### config.mk
export PLATFORM = sky130hd
export DESIGN_NAME = alu_decode_stage
export DESIGN_NICKNAME = d
export VERILOG_FILES = /design/src/rtl/alu_decode_stage.sv
export SDC_FILE = /design/constraint.sdc
export NUM_CORES = 1
export LEC_CHECK = 0
export CELL_PAD_IN_SITES_DETAIL_PLACEMENT = 0
export CELL_PAD_IN_SITES_GLOBAL_PLACEMENT = 1
export CORE_MARGIN = 10
export CORE_UTILIZATION = 29
export DETAILED_ROUTE_END_ITERATION = 8
export PLACE_DENSITY_LB_ADDON = 0.2
export SLEW_MARGIN = 20
export SYNTH_ARGS = -nofsm -noshare
export SYNTH_HDL_FRONTEND = slang
export SYNTH_SLANG_ARGS = --single-unit
### constraint.sdc
create_clock -name clk -period 2.1 [get_ports clk]
set_clock_uncertainty 0.1 [all_clocks]
set_input_delay 0.315 -clock clk [delete_from_list [all_inputs] [get_ports clk]]
set_output_delay 0.315 -clock clk [all_outputs]
set_load 0.01 [all_outputs]
### src/rtl/alu_decode_stage.sv
// ALU decode stage: decodes a MIPS32 ALU instruction into a one-hot ALU
// control vector, two operands and a destination register, and holds the
// result in a single registered output entry behind a valid/ready handshake.
module alu_decode_stage (
   input  logic        clk,
   input  logic        resetn,
   input  logic        in_valid,
   output logic        in_ready,
   input  logic [31:0] in_inst,
   input  logic [31:0] in_rs_val,
   input  logic [31:0] in_rt_val,
   input  logic        flush,
   output logic        out_valid,
   input  logic        out_ready,
   output logic [11:0] out_alu_control,
   output logic [31:0] out_src1,
   output logic [31:0] out_src2,
   output logic [4:0]  out_dest,
   output logic        out_illegal
);

   // Handshake semantics (both sides):
   //   A transfer happens on a rising edge where valid & ready are both 1.
   //   A producer holding valid=1 keeps its data stable until the transfer.
   //   Downstream: out_valid/out_* come straight from the entry register and
   //   stay stable while out_valid=1 and out_ready=0.
   //   Upstream: in_ready = ~out_valid | out_ready, so the entry refills in
   //   the same edge it drains (no bubble). in_ready does not depend on
   //   in_valid, so there is no combinational loop through the upstream.
   //   flush kills the held entry and any same-cycle capture.

   // One-hot ALU control bit positions
   localparam int unsigned C_ADD  = 11;
   localparam int unsigned C_SUB  = 10;
   localparam int unsigned C_SLT  = 9;
   localparam int unsigned C_SLTU = 8;
   localparam int unsigned C_AND  = 7;
   localparam int unsigned C_NOR  = 6;
   localparam int unsigned C_OR   = 5;
   localparam int unsigned C_XOR  = 4;
   localparam int unsigned C_SLL  = 3;
   localparam int unsigned C_SRL  = 2;
   localparam int unsigned C_SRA  = 1;
   localparam int unsigned C_LUI  = 0;

   // Primary opcodes
   localparam logic [5:0] OP_RTYPE = 6'h00;
   localparam logic [5:0] OP_ADDI  = 6'h08;
   localparam logic [5:0] OP_ADDIU = 6'h09;
   localparam logic [5:0] OP_SLTI  = 6'h0A;
   localparam logic [5:0] OP_SLTIU = 6'h0B;
   localparam logic [5:0] OP_ANDI  = 6'h0C;
   localparam logic [5:0] OP_ORI   = 6'h0D;
   localparam logic [5:0] OP_XORI  = 6'h0E;
   localparam logic [5:0] OP_LUI   = 6'h0F;

   // R-type function codes
   localparam logic [5:0] FN_SLL  = 6'h00;
   localparam logic [5:0] FN_SRL  = 6'h02;
   localparam logic [5:0] FN_SRA  = 6'h03;
   localparam logic [5:0] FN_SLLV = 6'h04;
   localparam logic [5:0] FN_SRLV = 6'h06;
   localparam logic [5:0] FN_SRAV = 6'h07;
   localparam logic [5:0] FN_ADD  = 6'h20;
   localparam logic [5:0] FN_ADDU = 6'h21;
   localparam logic [5:0] FN_SUB  = 6'h22;
   localparam logic [5:0] FN_SUBU = 6'h23;
   localparam logic [5:0] FN_AND  = 6'h24;
   localparam logic [5:0] FN_OR   = 6'h25;
   localparam logic [5:0] FN_XOR  = 6'h26;
   localparam logic [5:0] FN_NOR  = 6'h27;
   localparam logic [5:0] FN_SLT  = 6'h2A;
   localparam logic [5:0] FN_SLTU = 6'h2B;

   // Instruction fields
   logic [5:0]  opcode;
   logic [4:0]  rt_idx;
   logic [4:0]  rd_idx;
   logic [4:0]  shamt;
   logic [5:0]  funct;
   logic [15:0] imm16;
   logic [31:0] imm_sext;
   logic [31:0] imm_zext;

   assign opcode   = in_inst[31:26];
   assign rt_idx   = in_inst[20:16];
   assign rd_idx   = in_inst[15:11];
   assign shamt    = in_inst[10:6];
   assign funct    = in_inst[5:0];
   assign imm16    = in_inst[15:0];
   assign imm_sext = {{16{imm16[15]}}, imm16};
   assign imm_zext = {16'b0, imm16};

   // The rs index is not needed: its value arrives already read on in_rs_val.
   logic unused_rs_idx;
   assign unused_rs_idx = ^in_inst[25:21];

   // Decoded (next-entry) values
   logic [11:0] dec_ctrl;
   logic [31:0] dec_src1;
   logic [31:0] dec_src2;
   logic [4:0]  dec_dest;
   logic        dec_illegal;
   logic        dec_legal;

   // Combinational decode of the incoming instruction
   always_comb begin
      dec_ctrl    = '0;
      dec_src1    = in_rs_val;
      dec_src2    = in_rt_val;
      dec_dest    = rd_idx;
      dec_legal   = 1'b1;
      dec_illegal = 1'b0;

      case (opcode)
         OP_RTYPE: begin
            dec_dest = rd_idx;
            case (funct)
               FN_ADD, FN_ADDU: dec_ctrl[C_ADD]  = 1'b1;
               FN_SUB, FN_SUBU: dec_ctrl[C_SUB]  = 1'b1;
               FN_SLT:          dec_ctrl[C_SLT]  = 1'b1;
               FN_SLTU:         dec_ctrl[C_SLTU] = 1'b1;
               FN_AND:          dec_ctrl[C_AND]  = 1'b1;
               FN_OR:           dec_ctrl[C_OR]   = 1'b1;
               FN_XOR:          dec_ctrl[C_XOR]  = 1'b1;
               FN_NOR:          dec_ctrl[C_NOR]  = 1'b1;
               // Immediate-shamt shifts carry the shift amount in src1
               FN_SLL: begin
                  dec_ctrl[C_SLL] = 1'b1;
                  dec_src1        = {27'b0, shamt};
               end
               FN_SRL: begin
                  dec_ctrl[C_SRL] = 1'b1;
                  dec_src1        = {27'b0, shamt};
               end
               FN_SRA: begin
                  dec_ctrl[C_SRA] = 1'b1;
                  dec_src1        = {27'b0, shamt};
               end
               // Variable shifts take the amount from rs
               FN_SLLV:         dec_ctrl[C_SLL]  = 1'b1;
               FN_SRLV:         dec_ctrl[C_SRL]  = 1'b1;
               FN_SRAV:         dec_ctrl[C_SRA]  = 1'b1;
               default:         dec_legal        = 1'b0;
            endcase
         end
         OP_ADDI, OP_ADDIU: begin
            dec_ctrl[C_ADD] = 1'b1;
            dec_src2        = imm_sext;
            dec_dest        = rt_idx;
         end
         OP_SLTI: begin
            dec_ctrl[C_SLT] = 1'b1;
            dec_src2        = imm_sext;
            dec_dest        = rt_idx;
         end
         OP_SLTIU: begin
            dec_ctrl[C_SLTU] = 1'b1;
            dec_src2         = imm_sext;
            dec_dest         = rt_idx;
         end
         OP_ANDI: begin
            dec_ctrl[C_AND] = 1'b1;
            dec_src2        = imm_zext;
            dec_dest        = rt_idx;
         end
         OP_ORI: begin
            dec_ctrl[C_OR] = 1'b1;
            dec_src2       = imm_zext;
            dec_dest       = rt_idx;
         end
         OP_XORI: begin
            dec_ctrl[C_XOR] = 1'b1;
            dec_src2        = imm_zext;
            dec_dest        = rt_idx;
         end
         OP_LUI: begin
            dec_ctrl[C_LUI] = 1'b1;
            dec_src1        = '0;
            dec_src2        = imm_zext;
            dec_dest        = rt_idx;
         end
         default: dec_legal = 1'b0;
      endcase

      // Unsupported encodings produce an all-zero payload with the flag set
      if (!dec_legal) begin
         dec_ctrl    = '0;
         dec_src1    = '0;
         dec_src2    = '0;
         dec_dest    = '0;
         dec_illegal = 1'b1;
      end
   end

   // Handshake qualifiers
   logic fire_in;
   logic fire_out;

   assign in_ready = ~out_valid | out_ready;
   assign fire_in  = in_valid & in_ready;
   assign fire_out = out_valid & out_ready;

   // Output entry register: flush wins, then capture, then drain
   always_ff @(posedge clk or negedge resetn) begin
      if (!resetn) begin
         out_valid       <= 1'b0;
         out_alu_control <= '0;
         out_src1        <= '0;
         out_src2        <= '0;
         out_dest        <= '0;
         out_illegal     <= 1'b0;
      end else if (flush) begin
         out_valid <= 1'b0;
      end else if (fire_in) begin
         out_valid       <= 1'b1;
         out_alu_control <= dec_ctrl;
         out_src1        <= dec_src1;
         out_src2        <= dec_src2;
         out_dest        <= dec_dest;
         out_illegal     <= dec_illegal;
      end else if (fire_out) begin
         out_valid <= 1'b0;
      end
   end

endmodule
* Word-level counts from Yosys, hierarchy flattened
Index checks and enable logic that the tools add are counted.
Cells by class: eq/ne operators 23, reductions and logical operators 15, bitwise gates (word level) 5, mux-type cells 35
Operators by type and width (count):
- $pmux W32 S2 | 2
- $mux W32 | 3
- $eq A6 B6 Y1 const B | 10
- $eq A6 B4 Y1 const B | 8
- $mux W1 | 19
- $eq A6 B3 Y1 const B | 3
- $reduce_or A16 Y1 | 1
- $pmux W1 S2 | 7
- $eq A6 B2 Y1 const B | 2
- $logic_not A6 Y1 | 2
- $mux W12 | 1
- $reduce_or A2 Y1 | 6
- $mux W5 | 2
- $reduce_or A4 Y1 | 2
- $reduce_or A8 Y1 | 1
- $mux W3 | 1
- $reduce_bool A3 Y1 | 1
- $reduce_or A3 Y1 | 1
- $and A1 B1 Y1 | 2
- $not A1 Y1 | 2
- $reduce_and A2 Y1 | 1
- $or A1 B1 Y1 | 1
Word-level totals: output and inout port bits 84, register bits 83, logic and storage cells 84

* Depth between registers and ports, before layout
Gate-level depths: netlist (run 1).
depth in word-level cells 5, mapped depth 8, mapped depth without buffers 5

* Least setup slack after synthesis (run 1)
Ideal clock, no wire load.
path kind in2reg, start point input port in_inst[31], end point register out_src1[12], buffers on the path 1, arrival 1733 ps, setup time 65 ps, cell stages on the path 6, slack 202 ps, path through nor4_4 > and3b_4 > a31oi_4 > nor4_4 > buf_6 > a22o_1
Between the ends: longest elaborated chain between the ends 4, elaborated cells between the ends (all ways) 13
RTL lines:
- start, declared | line 9 | input logic [31:0] in_inst,
- $eq A6 B4 Y1 | line 115 | case (opcode)
- $reduce_or A8 Y1 (no line)
- $pmux W1 S2 | line 115
- $mux W32 * | line 187 | if (!dec_legal) begin
- end signal, assigned | line 218 | out_src1 <= dec_src1;
- end, declared | line 16 | output logic [31:0] out_src1,
Every way passes the cells marked *; elsewhere a longest branch is shown, timed or not. A chain may end at the register's enable or synchronous reset.

* Final worst setup path (run 1)
start point input port in_inst[31], end point register out_src1[13]
The elaborated chain is that of the path after synthesis.

==> results.sh, run 1 <==
export IMPL_synth_avg_cell_area_um2=10.7
export IMPL_place_ws_ps=-294
export IMPL_path_buf_inv=2
export IMPL_io_buffers=179
export IMPL_boundaryPins=185
export IMPL_cts_tree="done"
export IMPL_holdWs_ps=376
export IMPL_synth_area_leader_cell="dfrtp_1"
export IMPL_final_cells=728
export IMPL_hold_viol=0
export IMPL_setup_violations=0
export IMPL_dpl_hpwl_um=10100
export IMPL_wl_per_cell_um=18.1
export IMPL_peakVddDrop_mv=0.371
export IMPL_worstSkewPairLatency_ps=340
export IMPL_min_period_ps=2000
export IMPL_start_util_pct=30.0
export IMPL_synth_compound_area_share_pct=20.6
export IMPL_cts_sinks=83
export IMPL_reg2reg_slack_ps=390
export IMPL_hp_class="input port to async pin"
export IMPL_p_leak_nw=2.75
export IMPL_reg2reg_from="out_valid"
export IMPL_synth_top_family_by_area="compound AO/OA/AOI/OAI gates"
export IMPL_core_mm2=0.0121
export IMPL_timing_rr_end="out_src1[13]"
export IMPL_finalPower_w=0.00418
export IMPL_finalWirelength_um=13100
export IMPL_rows=40
export IMPL_rsz0062_at_grt="no"
export IMPL_gp_congestion=0.829
export IMPL_synth_area_leaders="dfrtp_1, a22o_1, nand2_1, mux2i_1, o21ai_0"
export IMPL_numPlacedInstances=711
export IMPL_cpLargestDelayFamily="simple AND/OR/NAND/NOR gates"
export IMPL_cp_max_fo=27
export IMPL_worstSetupStartpointType="input port"
export IMPL_cp_arrival_ps=2170
export IMPL_clk_pin_slew_worst_paths_ps=60
export IMPL_grt_max_degree=43
export IMPL_power_density_mw_per_mm2=662
export IMPL_vias=3411
export IMPL_crit_top_cell="nor4_4"
export IMPL_status="finished clean"
export IMPL_critPathCaptureType="flip-flop"
export IMPL_clockBufferDepth=2
export IMPL_postCtsSetupBuffers=0
export IMPL_fin_crit_sh_pct=95.0
export IMPL_required_ps=2280
export IMPL_viasPerCell=4.69
export IMPL_fmax_ghz=0.501
export IMPL_synthMuxAreaShare_pct=6.07
export IMPL_netlist_cell_type_count=39
export IMPL_final_common_cell="clkdlybuf4s50_1"
export IMPL_synth_xor_area_share_pct=0
export IMPL_netlist_area_mm2=0.00363
export IMPL_max_cap_viol_count=0
export IMPL_drive_above_1_share_pct=14.1
export IMPL_cpMaxStageDelayCell="clkdlybuf4s50_1"
export IMPL_finalNetCount=656
export IMPL_grt_pass1_vias=3687
export IMPL_ys_warn_count=0
export IMPL_drtIter0Drc=156
export IMPL_final_cell_mix="clkdlybuf4s50_1, dfrtp_1, nand2_1"
export IMPL_syn_inst=338
export IMPL_synth_top_area_share_pct=57.2
export IMPL_die_area_mm2=0.0174
export IMPL_reg2reg_depth=6
export IMPL_nFillCells=1141
export IMPL_ant_nets=0
export IMPL_slew_headroom_pct=72.2
export IMPL_fin_ws_ps=104
export IMPL_synth_simple_area_share_pct=12.7
export IMPL_cts_buffers=9
export IMPL_critPathKind="input port to flip-flop"
export IMPL_die_y_um=132
export IMPL_antenna_found_initial=0
export IMPL_tightest_slew_ps=416
export IMPL_cpPeakStageDelay_ps=480
export IMPL_dieWidth_um=132
export IMPL_synth_seq_cells=83
export IMPL_cp_cell_sequence="clkdlybuf4s50_1, nor4_4, and3b_4, a31oi_4, nor4_4, buf_12, a22o_1"
export IMPL_first_pass_iters=6
export IMPL_synth_adder_area_share_pct=0
export IMPL_syn_to_final_growth_pct=73.9
export IMPL_grt_pass1_wl_um=21200
export IMPL_drc=0
export IMPL_h_tree_depth=3
export IMPL_synth_nets=439
export IMPL_ys_seq_area_share_pct=57.2
export IMPL_diodes=0
export IMPL_grt_ovfl_total=0
export IMPL_slew_viol_final=0
export IMPL_track_usage_pct=15.2
export IMPL_cts_root_buffer="clkbuf_16"
-- sequential cells by signal, summed over array words and instances (netlist names) --
signal,flops
out_alu_control,12
out_illegal,1
out_dest,5
out_src2,32
out_valid,1
out_src1,32
-- per-layer routing --
layer	up-vias	global-route usage, %	share of wire [%]
met3	10	6.44	8.8
met1	1631	19.2	45
li1	1648	-	-
met2	122	23.1	45
met4	0	4.64	1.1
met5	-	0	0
-- layout make-up --
class | instances | area, um2 | share of cell area (%)
well taps | 168 | 210 | 3.33
repair buffers | 230 | 2220 | 35.3
multi-input cells | 228 | 1450 | 22.9
inverters | 3 | 11.3 | 0.178
clock inverters | 6 | 113 | 1.78
clock buffers | 10 | 229 | 3.63
flip-flops and latches | 83 | 2080 | 32.9
-- cells in the mapped netlist --
cell	number
nand2_1	59
o32a_1	1
buf_4	1
and4_2	1
dfrtp_1	83
or4_1	1
nor3_1	1
buf_1	1
a21oi_1	22
nor4_1	2
clkbuf_1	15
mux2i_1	22
o31ai_1	4
nand4bb_1	1
nand4b_1	1
and2_1	1
nand2b_1	5
nor2b_1	1
inv_1	3
and3b_4	1
or2_1	1
o22a_1	1
nor4_4	2
a32o_1	1
o21ai_0	43
nand3_1	1
buf_2	4
a22o_1	32
clkbuf_2	1
or2_2	2
a31oi_1	1
buf_6	2
nor2_1	10
a31oi_4	1
o21ai_4	1
a32oi_1	2
nand3b_1	2
o21ai_1	4
nor3b_1	1
-- cells by family (layout without fill, tap and decap cells) --
family,count (synthesis),after routing
flops,83,83
simple gates,93,93
compound gates,113,113
mux,22,22
buf+inv,27,249
-- how the worst max path moves through the flow --
stage / slack (ps) / cells after the start / start / to
3_3_place_gp: -250 / 7 / in_inst[31] / out_src2[11]
2_1_floorplan: 200 / 6 / in_inst[31] / out_src1[12]
4_1_cts: 30 / 7 / in_inst[31] / out_src2[14]
3_5_place_dp: -290 / 7 / in_inst[31] / out_src2[14]
6_report: 100 / 7 / in_inst[31] / out_src1[13]
5_1_grt: 10 / 7 / in_inst[31] / out_dest[0]
-- repair_timing --
item,CTS,global route
gates resized for setup,0,5
endpoints found under the setup margin,0,19
endpoints found under the hold margin,28,0
hold buffers,1,0
-- metrics by stage --
step | instance area, um2 | setup TNS, ps | util, %
global route | 6310 | 0 | 52.1
global placement | 5940 | -17440 | 49.0
detailed placement | 5940 | -17620 | 49.0
floorplan | 3630 | 0 | -
finish | 6310 | 0 | 52.1
CTS | 6290 | 0 | 52.0
-- report_power, final --
| group | switching, W | internal [W] |
|---|---|---|
| sequential | 0.0000373 | 0.00167 |
| clock | 0.000645 | 0.00117 |
| combinational | 0.000269 | 0.000394 |
| total | 0.000951 | 0.00323 |
No activity file was read; power rests on OpenSTA's default activity.
==> run 2, diff against run 1 <==
--- a/config.mk
+++ b/config.mk
@@ -9,8 +9,10 @@
 export CELL_PAD_IN_SITES_GLOBAL_PLACEMENT = 1
 export CORE_MARGIN = 10
 export CORE_UTILIZATION = 29
+export CTS_BUF_LIST = sky130_fd_sc_hd__clkbuf_16
 export DETAILED_ROUTE_END_ITERATION = 8
 export PLACE_DENSITY_LB_ADDON = 0.2
+export REMOVE_ABC_BUFFERS = 1
 export SLEW_MARGIN = 20
 export SYNTH_ARGS = -nofsm -noshare
 export SYNTH_HDL_FRONTEND = slang
==> run 2 against run 1 <==
  * Wire length decreased by 1.1%
  * Fmax down 1.8%
  * Non-clock buffer count down 7
  * Total power shrank 3.4%
  * Sequential share of layout area increased by 0.40 points
  * Largest power group is now registers
  * Critical path depth unchanged
==> results.sh, run 2 (same netlist as run 1, synthesis figures left out) <==
export IMPL_viasPerCell=4.68
export IMPL_fmax_ghz=0.492
export IMPL_die_y_um=132
export IMPL_drtIter0Drc=235
export IMPL_reg2reg_slack_ps=390
export IMPL_rows=40
export IMPL_p_sw_share_pct=23.6
export IMPL_dpl_hpwl_um=9810
export IMPL_min_from="out_src2[3]"
export IMPL_grt_pass1_vias=3645
export IMPL_power_density_mw_per_mm2=648
export IMPL_max_cap_viol_count=0
export IMPL_p_int_w=0.00309
export IMPL_worstSkewPairLatency_ps=340
export IMPL_hp_class="flip-flop to flip-flop"
export IMPL_clk_pin_slew_worst_paths_ps=60
export IMPL_finalWirelength_um=13000
export IMPL_grt_pass1_wl_um=20800
export IMPL_core_mm2=0.0121
export IMPL_reg2reg_depth=5
export IMPL_final_cell_mix="clkdlybuf4s50_1, dfrtp_1, nand2_1"
export IMPL_gp_congestion=0.764
export IMPL_holdWs_ps=375
export IMPL_finalPower_w=0.00404
export IMPL_syn_to_final_growth_pct=71.8
export IMPL_fin_crit_sh_pct=96.8
export IMPL_holdPathEnd="out_src2[3]"
export IMPL_io_buffers=179
export IMPL_critPathKind="input port to flip-flop"
export IMPL_min_period_ps=2030
export IMPL_switchingPower_w=0.000952
export IMPL_track_usage_pct=14.8
export IMPL_cts_tree="done"
export IMPL_setup_violations=0
export IMPL_rsz0062_at_grt="no"
export IMPL_finalNetCount=649
export IMPL_worstSetupStartpointType="input port"
export IMPL_timing_rr_end="out_alu_control[1]"
export IMPL_holdPathStages=2
export IMPL_reg2reg_from="out_valid"
export IMPL_boundaryPins=185
export IMPL_cts_buffers=9
export IMPL_nFillCells=1165
export IMPL_cts_root_buffer="clkbuf_16"
export IMPL_cts_sinks=83
export IMPL_diodes=0
export IMPL_fin_area_mm2=0.00623
export IMPL_antenna_found_initial=0
export IMPL_dieWidth_um=132
export IMPL_utilization_pct=51.5
export IMPL_cp_arrival_ps=2160
export IMPL_peakVddDrop_mv=0.286
export IMPL_status="finished clean"
export IMPL_ant_nets=0
export IMPL_p_clk_share_pct=41.9
export IMPL_final_common_cell="clkdlybuf4s50_1"
export IMPL_grt_max_degree=48
export IMPL_die_area_mm2=0.0174
export IMPL_combPwrFrac_pct=15.9
export IMPL_fin_tns_setup_ps=0
export IMPL_cp_max_fo=13
export IMPL_p_leak_nw=2.73
export IMPL_slew_viol_final=0
export IMPL_hold_viol=0
export IMPL_drc=0
export IMPL_wl_per_cell_um=18.0
export IMPL_first_pass_iters=4
export IMPL_grt_ovfl_total=0
export IMPL_power_frac_seq_pct=42.2
export IMPL_h_tree_depth=3
export IMPL_slew_headroom_pct=67.8
export IMPL_placed_cell_area_mm2=0.00586
export IMPL_reg_largest_list="out_src1 x32, out_src2 x32, out_alu_control x12"
export IMPL_vias=3375
export IMPL_clockBufferDepth=2
export IMPL_critPathCaptureType="flip-flop"
export IMPL_start_util_pct=30.0
export IMPL_required_ps=2230
export IMPL_tightest_slew_ps=483
export IMPL_drive_above_1_share_pct=12.5
[run 2: power groups by stage]
stage	sequential (W)	clock [W]	combinational, W
global placement	0.00173	0	0.000643
detailed placement	0.00173	0	0.000650
CTS	0.00170	0.00174	0.000655
finish	0.00170	0.00169	0.000644
global route	0.00171	0.00180	0.000702
floorplan	0.00176	0	0.000146
[run 2: area by class of cell]
cell class                 instances  area, um2  share of cell area [%]
clock buffer                       9        225                    3.61
clock inverter                     7       93.8                    1.51
timing repair buffer             223       2180                    35.0
multi-input combinational        228       1430                    23.0
inverter                           3       11.3                   0.181
tap                              168        210                    3.37
sequential                        83       2080                    33.3
[run 2: repair_timing]
| item | 4_1_cts | 5_1_grt |
|---|---|---|
| endpoints found under the setup margin | 23 | 66 |
| buffers inserted | 0 | 1 |
| endpoints found under the hold margin | 83 | 0 |
| resized for setup | 1 | 6 |
| cloned | 0 | 1 |
| hold buffers | 1 | 0 |
| pin swaps | 0 | 3 |
[run 2: how the worst max path moves through the flow]
stage,cells after the start,startpoint,end,slack (ps)
6_report,7,in_inst[2],out_src1[5],70
5_1_grt,7,in_inst[2],out_src1[8],20
4_1_cts,7,in_inst[30],out_src2[14],4
3_5_place_dp,7,in_inst[30],out_src2[14],-460
3_3_place_gp,7,in_inst[31],out_alu_control[0],-330
2_1_floorplan,4,out_valid,out_src1[10],-1670
[run 2: per-stage QoR]
step | worst slack (ps) | cells
6_report | 66.7 | 721
4_1_cts | 4.06 | 719
3_3_place_gp | -326 | 702
3_5_place_dp | -461 | 702
5_1_grt | 21.0 | 721
2_1_floorplan | -1670 | 314
[run 2: per-layer routing]
metal	wire length [um]	vias to the layer above	part of all wire, %	track usage [%]
met3	870	13	6.7	4.92
met4	148	0	1.1	4.26
met5	0	-	0	0
li1	-	1626	-	-
met2	5930	124	46	22.6
met1	6040	1612	46	19.3
[run 2: worst max-delay path, cell delays in order]
cell             delay [ps]
clkdlybuf4s50_1         490
nor4_1                  430
and4_2                  360
nor4_4                   40
buf_4                   170
clkbuf_16               170
a22o_1                  180
==> run 3, diff against run 2 <==
--- a/config.mk
+++ b/config.mk
@@ -13,7 +13,6 @@
 export DETAILED_ROUTE_END_ITERATION = 8
 export PLACE_DENSITY_LB_ADDON = 0.2
 export REMOVE_ABC_BUFFERS = 1
-export SLEW_MARGIN = 20
 export SYNTH_ARGS = -nofsm -noshare
 export SYNTH_HDL_FRONTEND = slang
 export SYNTH_SLANG_ARGS = --single-unit
==> results of run 3 <==
Same layout as run 2: the final DEF is identical, and so are final timing and power.
